--- src/rtl/bitonic_sort_scheduler_if.sv ---
// Handshake bundle for the shared sorter scheduler: requester side, sorter side, response side, status.
interface bitonic_sort_scheduler_if #(
  parameter int DEPTH   = 8,
  parameter int WIDTH   = 32,
  parameter int NUM_REQ = 4
);
  localparam int FW  = DEPTH * WIDTH;
  localparam int IDW = $clog2(NUM_REQ);

  logic [NUM_REQ-1:0]    req_valid;
  logic [NUM_REQ-1:0]    req_ready;
  logic [NUM_REQ*FW-1:0] req_data;
  logic                  sort_valid_in;
  logic [FW-1:0]         sort_seq_in;
  logic                  sort_valid_out;
  logic [FW-1:0]         sort_seq_out;
  logic                  rsp_valid;
  logic                  rsp_ready;
  logic [FW-1:0]         rsp_data;
  logic [IDW-1:0]        rsp_id;
  logic                  busy;
  logic                  err_orphan;

  modport master (
    input  req_valid, req_data, sort_valid_out, sort_seq_out, rsp_ready,
    output req_ready, sort_valid_in, sort_seq_in, rsp_valid, rsp_data, rsp_id, busy, err_orphan
  );
  modport slave (
    output req_valid, req_data, sort_valid_out, sort_seq_out, rsp_ready,
    input  req_ready, sort_valid_in, sort_seq_in, rsp_valid, rsp_data, rsp_id, busy, err_orphan
  );
endinterface

--- src/rtl/bitonic_sort_scheduler.sv ---
// Round-robin frame scheduler in front of one fixed-latency pipelined sorter; tags ride a FIFO
// alongside the sorter and credits reserve a result slot for every frame issued.
module bitonic_sort_scheduler #(
  parameter int DEPTH      = 8,
  parameter int WIDTH      = 32,
  parameter int NUM_REQ    = 4,
  parameter int SORT_LAT   = 10,
  parameter int RESP_DEPTH = 4
) (
  input logic                      clk,
  input logic                      rst,
  bitonic_sort_scheduler_if.master bus
);
  localparam int FW     = DEPTH * WIDTH;
  localparam int IDW    = $clog2(NUM_REQ);
  localparam int CW     = $clog2(RESP_DEPTH + 1);
  localparam int TDEPTH = SORT_LAT + 2;
  localparam int TAW    = $clog2(TDEPTH);
  localparam int TCW    = $clog2(TDEPTH + 1);
  localparam int RAW    = (RESP_DEPTH > 1) ? $clog2(RESP_DEPTH) : 1;
  localparam int DCW    = $clog2(SORT_LAT + 2);

  logic [IDW-1:0]     ptr_q, ptr_d;
  logic [DCW-1:0]     drain_q;
  logic               sv_in_q;
  logic [FW-1:0]      seq_in_q;
  logic [IDW-1:0]     tag_mem_q [TDEPTH];
  logic [TAW-1:0]     twr_q, trd_q;
  logic [TCW-1:0]     tcnt_q, tcnt_d;
  logic [FW-1:0]      rdata_q [RESP_DEPTH];
  logic [IDW-1:0]     rid_q [RESP_DEPTH];
  logic [RAW-1:0]     rwr_q, rrd_q;
  logic [CW-1:0]      rcnt_q, rcnt_d;
  logic               err_q;

  logic [NUM_REQ-1:0] grant;
  logic [IDW-1:0]     gidx;
  logic               draining, credit_ok, accept, ret, orphan, pop;
  int                 idx;

  function automatic logic [TAW-1:0] tinc(input logic [TAW-1:0] p);
    return (p == TAW'(TDEPTH - 1)) ? '0 : p + 1'b1;
  endfunction

  function automatic logic [RAW-1:0] rinc(input logic [RAW-1:0] p);
    return (p == RAW'(RESP_DEPTH - 1)) ? '0 : p + 1'b1;
  endfunction

  assign draining  = (drain_q != '0);
  // tag-FIFO occupancy is the in-flight count: pushed on accept, popped on retire
  assign credit_ok = (int'(rcnt_q) + int'(tcnt_q)) < RESP_DEPTH;

  // walk from the pointer downward so the closest requester is the last (winning) assignment
  always_comb begin
    grant = '0;
    gidx  = '0;
    idx   = 0;
    if (!draining && credit_ok) begin
      for (int k = NUM_REQ - 1; k >= 0; k--) begin
        idx = int'(ptr_q) + k;
        if (idx >= NUM_REQ) idx = idx - NUM_REQ;
        if (bus.req_valid[idx]) begin
          grant      = '0;
          grant[idx] = 1'b1;
          gidx       = IDW'(idx);
        end
      end
    end
  end

  assign accept = |grant;
  assign ret    = bus.sort_valid_out && !draining && (tcnt_q != '0);
  assign orphan = bus.sort_valid_out && !draining && (tcnt_q == '0);
  assign pop    = (rcnt_q != '0) && bus.rsp_ready;

  always_comb begin
    ptr_d = ptr_q;
    if (accept) ptr_d = (gidx == IDW'(NUM_REQ - 1)) ? '0 : gidx + 1'b1;
    tcnt_d = tcnt_q + TCW'(accept) - TCW'(ret);
    rcnt_d = rcnt_q + CW'(ret) - CW'(pop);
  end

  always_ff @(posedge clk or negedge rst) begin
    if (!rst) begin
      ptr_q    <= '0;
      drain_q  <= DCW'(SORT_LAT + 1);
      sv_in_q  <= 1'b0;
      seq_in_q <= '0;
      twr_q    <= '0;
      trd_q    <= '0;
      tcnt_q   <= '0;
      rwr_q    <= '0;
      rrd_q    <= '0;
      rcnt_q   <= '0;
      err_q    <= 1'b0;
    end else begin
      ptr_q    <= ptr_d;
      if (draining) drain_q <= drain_q - 1'b1;
      sv_in_q  <= accept;
      seq_in_q <= accept ? bus.req_data[int'(gidx)*FW +: FW] : '0;
      if (accept) twr_q <= tinc(twr_q);
      if (ret)    trd_q <= tinc(trd_q);
      tcnt_q   <= tcnt_d;
      if (ret)    rwr_q <= rinc(rwr_q);
      if (pop)    rrd_q <= rinc(rrd_q);
      rcnt_q   <= rcnt_d;
      if (orphan) err_q <= 1'b1;
    end
  end

  // storage only; validity is carried entirely by the reset pointers and counts
  always_ff @(posedge clk) begin
    if (accept) tag_mem_q[twr_q] <= gidx;
    if (ret) begin
      rdata_q[rwr_q] <= bus.sort_seq_out;
      rid_q[rwr_q]   <= tag_mem_q[trd_q];
    end
  end

  assign bus.req_ready     = grant;
  assign bus.sort_valid_in = sv_in_q;
  assign bus.sort_seq_in   = seq_in_q;
  assign bus.rsp_valid     = (rcnt_q != '0);
  assign bus.rsp_data      = bus.rsp_valid ? rdata_q[rrd_q] : '0;
  assign bus.rsp_id        = bus.rsp_valid ? rid_q[rrd_q] : '0;
  assign bus.busy          = (tcnt_q != '0) || (rcnt_q != '0) || sv_in_q;
  assign bus.err_orphan    = err_q;
endmodule
--- src/flat_wrapper.sv ---
// flat-port wrapper written by rule: the top's interface ports become plain ports
module bitonic_sort_scheduler_flat 
#(
  parameter int DEPTH      = 8,
  parameter int WIDTH      = 32,
  parameter int NUM_REQ    = 4,
  parameter int SORT_LAT   = 10,
  parameter int RESP_DEPTH = 4
)
  (clk, rst, bus_req_valid, bus_req_data, bus_sort_valid_out, bus_sort_seq_out, bus_rsp_ready, bus_req_ready, bus_sort_valid_in, bus_sort_seq_in, bus_rsp_valid, bus_rsp_data, bus_rsp_id, bus_busy, bus_err_orphan);
  bitonic_sort_scheduler_if #(.DEPTH(DEPTH), .WIDTH(WIDTH), .NUM_REQ(NUM_REQ)) bus_i ();
  input logic clk;
  input logic rst;
  input wire logic [$bits(bus_i.req_valid)-1:0] bus_req_valid;
  input wire logic [$bits(bus_i.req_data)-1:0] bus_req_data;
  input wire logic [$bits(bus_i.sort_valid_out)-1:0] bus_sort_valid_out;
  input wire logic [$bits(bus_i.sort_seq_out)-1:0] bus_sort_seq_out;
  input wire logic [$bits(bus_i.rsp_ready)-1:0] bus_rsp_ready;
  output wire logic [$bits(bus_i.req_ready)-1:0] bus_req_ready;
  output wire logic [$bits(bus_i.sort_valid_in)-1:0] bus_sort_valid_in;
  output wire logic [$bits(bus_i.sort_seq_in)-1:0] bus_sort_seq_in;
  output wire logic [$bits(bus_i.rsp_valid)-1:0] bus_rsp_valid;
  output wire logic [$bits(bus_i.rsp_data)-1:0] bus_rsp_data;
  output wire logic [$bits(bus_i.rsp_id)-1:0] bus_rsp_id;
  output wire logic [$bits(bus_i.busy)-1:0] bus_busy;
  output wire logic [$bits(bus_i.err_orphan)-1:0] bus_err_orphan;
  assign bus_i.req_valid = bus_req_valid;
  assign bus_i.req_data = bus_req_data;
  assign bus_i.sort_valid_out = bus_sort_valid_out;
  assign bus_i.sort_seq_out = bus_sort_seq_out;
  assign bus_i.rsp_ready = bus_rsp_ready;
  assign bus_req_ready = bus_i.req_ready;
  assign bus_sort_valid_in = bus_i.sort_valid_in;
  assign bus_sort_seq_in = bus_i.sort_seq_in;
  assign bus_rsp_valid = bus_i.rsp_valid;
  assign bus_rsp_data = bus_i.rsp_data;
  assign bus_rsp_id = bus_i.rsp_id;
  assign bus_busy = bus_i.busy;
  assign bus_err_orphan = bus_i.err_orphan;
  bitonic_sort_scheduler #(.DEPTH(DEPTH), .WIDTH(WIDTH), .NUM_REQ(NUM_REQ), .SORT_LAT(SORT_LAT), .RESP_DEPTH(RESP_DEPTH)) u_core (.clk(clk), .rst(rst), .bus(bus_i));
endmodule
--- config.mk ---
export PLATFORM = sky130hd
export DESIGN_NAME = bitonic_sort_scheduler_flat
export DESIGN_NICKNAME = d
export VERILOG_FILES = /design/src/rtl/bitonic_sort_scheduler_if.sv /design/src/rtl/bitonic_sort_scheduler.sv /design/src/flat_wrapper.sv
export SDC_FILE = /design/constraint.sdc
export NUM_CORES = 2
export LEC_CHECK = 0
export ABC_AREA = 1
export CAP_MARGIN = 20
export CORE_AREA = 2 2 697 699
export CTS_CLUSTER_DIAMETER = 60
export DETAILED_ROUTE_END_ITERATION = 8
export DIE_AREA = 0 0 699 701
export PLACE_DENSITY_LB_ADDON = 0.1
export SLEW_MARGIN = 0
export SYNTH_ARGS = -nofsm -noshare
export SYNTH_HDL_FRONTEND = slang
export SYNTH_SLANG_ARGS = --single-unit
export TNS_END_PERCENT = 100
--- constraint.sdc ---
create_clock -name clk -period 11.5 [get_ports clk]
set_input_delay 1.15 -clock clk [delete_from_list [all_inputs] [get_ports clk]]
set_output_delay 1.15 -clock clk [all_outputs]
set_load 0.03 [all_outputs]
==> Word level (Yosys, flattened, before mapping) <==
Memory sizes are Yosys's and may differ from the RTL's.
Index checks and enable logic that the tools add are counted.
Widths: inputs -> output; s select.
{ "totals": {"reg_bits": 283, "ram_bits": 1056, "inputBits": 1288, "output_inout_bits": 522, "word_cells": 118, "mem_count": 3} }
{ "mem_list": {"columns": ["memory", "words", "width", "read_ports", "rd_clocked_by_memory_dff", "wr", "line", "text"], "rows": [
  ["u_core.rdata_q", 4, 256, 1, 0, 1, "bitonic_sort_scheduler.sv:30", "logic [FW-1:0] rdata_q [RESP_DEPTH];"],
  ["u_core.tag_mem_q", 12, 2, 1, 0, 1, "bitonic_sort_scheduler.sv:27", "logic [IDW-1:0] tag_mem_q [TDEPTH];"],
  ["u_core.rid_q", 4, 2, 1, 0, 1, "bitonic_sort_scheduler.sv:31", "logic [IDW-1:0] rid_q [RESP_DEPTH];"]
]} }
{ "op_classes": {"addsub": 18, "order_cmp": 13, "eq_ne": 5, "n_shift": 1, "mux": 50, "reduce_logical": 17} }
{ "op_table": {"columns": ["op", "count"], "rows": [
  ["$shiftx 1024x11->256", 1],
  ["$mux 256", 2],
  ["$mux 32", 8],
  ["$lt 32x4->1 const B", 5],
  ["$ge 32x1->1 const B", 4],
  ["$ge 32x4->1 const B", 3],
  ["$sub 32x4->32 const B", 3],
  ["$mux 4", 7],
  ["$mux 2", 9],
  ["$mux 1", 16],
  ["$logic_and 1x1->1", 9],
  ["$add 4x1->4 const B", 2],
  ["$bmux 1 s2", 4],
  ["$demux 1 s2", 4],
  ["$eq 4x4->1 const B", 2],
  ["$reduce_bool 4->1", 2],
  ["$add 2x1->2 const B", 3],
  ["$add 2x2->3 const B", 2],
  ["$eq 2x2->1 const B", 3],
  ["$add 3x4->5", 1],
  ["$add 4x1->4", 1],
  ["$logic_not 4->1", 1],
  ["$reduce_or 4->1", 1],
  ["$sub 2x3->4 const B", 1],
  ["other kinds (9)", 10]
]} }

==> Depth between registers and ports, before layout <==
{ "logic_depth": {"depth_word": 16, "mapped_depth": 19} }

==> Least setup slack after synthesis <==
Ideal clock, no wire load.
{ "synth_path": {"path_type": "input to register", "start": "in bus_sort_valid_out", "end": "mem u_core.rdata_q[0][0] (netlist bit), enable pin", "arrival_time_ns": 12.044, "slack_ns": -1.427, "cell_stages": 2, "cell_sequence": "nand3_1 > nor2_1"} }
{ "synth_between": {"elab_chain_len": 4} }
{ "synth_lines": {"columns": ["item", "line", "text"], "rows": [
  ["start: declaration", "flat_wrapper.sv:16", "input wire logic [$bits(bus_i.sort_valid_out)-1:0] bus_sort_valid_out;"],
  ["$logic_and 1x1->1 (2 in a row)", "bitonic_sort_scheduler.sv:72", "assign ret = bus.sort_valid_out && !draining && (tcnt_q != '0);"],
  ["$mux 1", "bitonic_sort_scheduler.sv:114", "if (ret) begin"],
  ["$mux 1 (implied by the code)", "bitonic_sort_scheduler.sv:115", "rdata_q[rwr_q] <= bus.sort_seq_out;"],
  ["end: declaration", "bitonic_sort_scheduler.sv:30", null]
]} }
No other way between the ends.

==> Worst setup path after layout <==
{ "layout_path": {"start": "reg u_core.rrd_q[0]", "end": "out bus_rsp_data[250]"} }
{ "layout_between": {"elab_chain_len": 2} }
{ "layout_lines": {"columns": ["item", "line", "text"], "rows": [
  ["start: declaration", "bitonic_sort_scheduler.sv:32", "logic [RAW-1:0] rwr_q, rrd_q;"],
  ["start signal: assignment", "bitonic_sort_scheduler.sv:105", "if (pop) rrd_q <= rinc(rrd_q);"],
  ["$mem_v2 4x256", null, null],
  ["$mux 256", "bitonic_sort_scheduler.sv:124", "assign bus.rsp_data = bus.rsp_valid ? rdata_q[rrd_q] : '0;"],
  ["end: declaration", "flat_wrapper.sv:23", "output wire logic [$bits(bus_i.rsp_data)-1:0] bus_rsp_data;"]
]} }
No other way between the ends.

==> results.ini <==
[status]
status=completed

[timing]
worst_slew_pin_slew_ps=1151
period_needed_ps=6942
slew_violations=0
final_hold_viol_count=0
timing.slew.headroom_pct=23.28
finalSetupViolCount=0
layout_setup_ws_ps=4558
fin_crit_sh_pct=60.37
whs_ps=192.8
max_freq_mhz=144.0
tns_ps=0
fin_skew_ps=117.4
rsz0062_at_grt=no

[route]
viasPerCell=3.707
totalWireLength_um=420100
dr.pass1.iters=7
ant_nets=0
drc_errors=0
wl_per_cell_um=28.20
vias=55230
drt_iter0_drc=3430

[floorplan]
boundaryPins=1810
dieWidth_um=699
die_h_um=701
coreArea_um2=481800
dieArea_um2=490000
row_count=255
start_util_pct=13.00

[worst_setup_path]
critical_path_buf_inv_count=4
cp.required_ps=10350
cp_max_fo=162
cp.depth=8
crit_slowest_cell=dfrtp_4
critPathTopFamily=buffers and inverters
cp.arrival_ps=5790
r2r_cells=15
path_cells=buf_12, buf_4, buf_4, nor2_1, nor2_1, o21ai_0, a21oi_1, clkdlybuf4s50_1
cpPeakStageDelay_ps=830
critPathKind=reg -> out
crit_path_end_kind=output pin
cp-start-kind=flop

[logic_synthesis]
synth.lib_cells_used.distinct=39
synth_top_area_share_pct=50.62
async_reset_ff_share_pct=21.14
syn_area_per_cell_um2=9.637
ys_warn_count=0
synth_top_cell_by_area=edfxtp_1
synth_edf_count=1056
netlist_area_um2=62640
synth_seq_cells=1339
synth_ff_type=edfxtp_1
seq_area_frac_synth_pct=61.93
synthCells=6500
synth_fp_nets=7820
synth_area_leaders=edfxtp_1, dfrtp_1, nor2_1

[worst_hold_path]
hold_path_class=in -> async

[global_route]
antenna_found_initial=278
grt.total_usage_pct=16.40
grt_start_max_net_pins=213
grt_pass1_wl_um=546200
grt_pass1_vias=56070
grt_overflow=0

[clock_tree]
worstSkewPairLatency_ps=950
numCtsBuffers=236
postCtsSetupBuffers=0
cts-root-buf=clkbuf_16
cts_resized=0
clk_pin_slew_ps=50
cts_tree=done
cts_max_level=4
cts_buffer_depth=4
ctsHoldBuffers=0
numClockSinks=1339

[cells_and_area]
drive_above_1_share_pct=5.974
postLayoutCoreUtil_pct=19.81
syn_to_final_growth_pct=52.34
final_nets=9475

[place]
place_hpwl_um=308100
preCtsSetupSlack_ps=5297
place_congestion=0.9002
port_buffers=1809

[flow_run]
drv_cap=0

[pwr]
totalPowerFinal_mw=27.30
power.leakage_nw=36.44
ir_worst_vdd_mv=0.3251
p_per_area_nw_per_um2=286.1

## metal layers
metal | global-route usage [%] | up-vias | wire length (µm)
met4 | 7.516 | 132 | 22340
li1 | - | 25210 | -
met2 | 29.27 | 1989 | 209800
met1 | 17.16 | 27100 | 152300
met3 | 5.892 | 795 | 34760
met5 | 0 | - | 857
## layout by cell type (no fill, tap or decap), types with 5 or more instances in the layout
| master | n |
|---|---|
| nor2_1 | 1073 |
| clkinvlp_4 | 14 |
| clkdlybuf4s50_1 | 1808 |
| buf_12 | 20 |
| dfrtp_1 | 278 |
| o21ai_0 | 538 |
| inv_6 | 22 |
| nand2_1 | 580 |
| clkinv_1 | 24 |
| diode_2 | 119 |
| clkbuf_8 | 13 |
| a21oi_2 | 10 |
| nor3_1 | 10 |
| inv_8 | 6 |
| clkbuf_16 | 240 |
| nand3b_1 | 256 |
| clkinv_4 | 22 |
| nand2_2 | 8 |
| buf_4 | 47 |
| clkbuf_1 | 34 |
| a21oi_1 | 513 |
| xnor2_1 | 5 |
| ha_1 | 30 |
| edfxtp_1 | 1056 |
| clkinv_2 | 41 |
| inv_2 | 6 |
| nand3_1 | 801 |
| bufinv_16 | 21 |
| inv_1 | 826 |
## cells by family after synthesis
| logic type | share of synthesized area, % |
|---|---|
| buffers and inverters | 8.775 |
| AOI/OAI and AO/OA | 8.683 |
| xor gates and xnor gates | 0.1258 |
| DFF | 61.93 |
| and+or+nand+nor | 19.82 |
| adders and majority gates | 0.6632 |
## report_power, final
part / switching, mW / internal [mW]
clock network: 2.71 / 4.37
logic: 9.81 / 3.69
registers: 0.398 / 6.32
## stage by stage
step,instances,instance area [µm²]
floorplan,6500,62640
global placement,14340,87290
detailed placement,14340,87300
CTS,14780,95130
global route,14840,95270
finish,14900,95420
## state kept, by name, indices dropped and copies added (netlist names)
name / flops
u_core.bus.sort_seq_in: 256
u_core.twr_q: 4
u_core.tag_mem_q: 24
u_core.bus.sort_valid_in: 1
u_core.rwr_q: 2
u_core.rrd_q: 2
u_core.trd_q: 4
u_core.rcnt_q: 3
u_core.tcnt_q: 4
u_core.bus.err_orphan: 1
u_core.rdata_q: 1024
u_core.ptr_q: 2
u_core.rid_q: 8
u_core.drain_q: 4
## synth_stat cells, types with 3 or more instances
master    count
xor2_1        4
nand3b_1    256
buf_2       176
xnor2_1       5
clkbuf_1    193
nand3_1     801
nand2_2       9
dfrtp_1     280
nor2_1     1077
a31oi_1       3
nand2_1     580
a21oi_1     513
buf_1        36
buf_6        51
a21oi_2      10
ha_1         30
edfxtp_1   1056
inv_1       827
inv_2         9
nor3_1       11
or2_2         3
nand3_2       5
o21bai_1      3
o21ai_0     538
dfstp_2       3
## final timing paths
kind,startpoint,end,slack [ps]
max reg2reg,u_core.drain_q[0]$_DFFE_PN1P_,u_core.bus.sort_seq_in[42]$_DFF_PN0_,5660
min reg2reg,u_core.bus.err_orphan$_DFFE_PN0P_,u_core.bus.err_orphan$_DFFE_PN0P_,490
min in group clk,u_core.bus.err_orphan$_DFFE_PN0P_,u_core.bus.err_orphan$_DFFE_PN0P_,490
min,rst,u_core.bus.sort_seq_in[242]$_DFF_PN0_,190
max in group asynchronous,rst,u_core.bus.sort_seq_in[42]$_DFF_PN0_,9220
max,u_core.rrd_q[0]$_DFFE_PN0P_,bus_rsp_data[250],4560
## cell type report
class,count,area [µm²]
antenna,119,297.8
clock buffer,287,6312
clock inverter,149,1519
fill,53230,386400
inverter,837,3174
multi-input combinational,3865,18410
sequential,1339,38800
tap,6425,8039
timing repair buffer,1876,18870
Power figures use the tool's default switching activity.
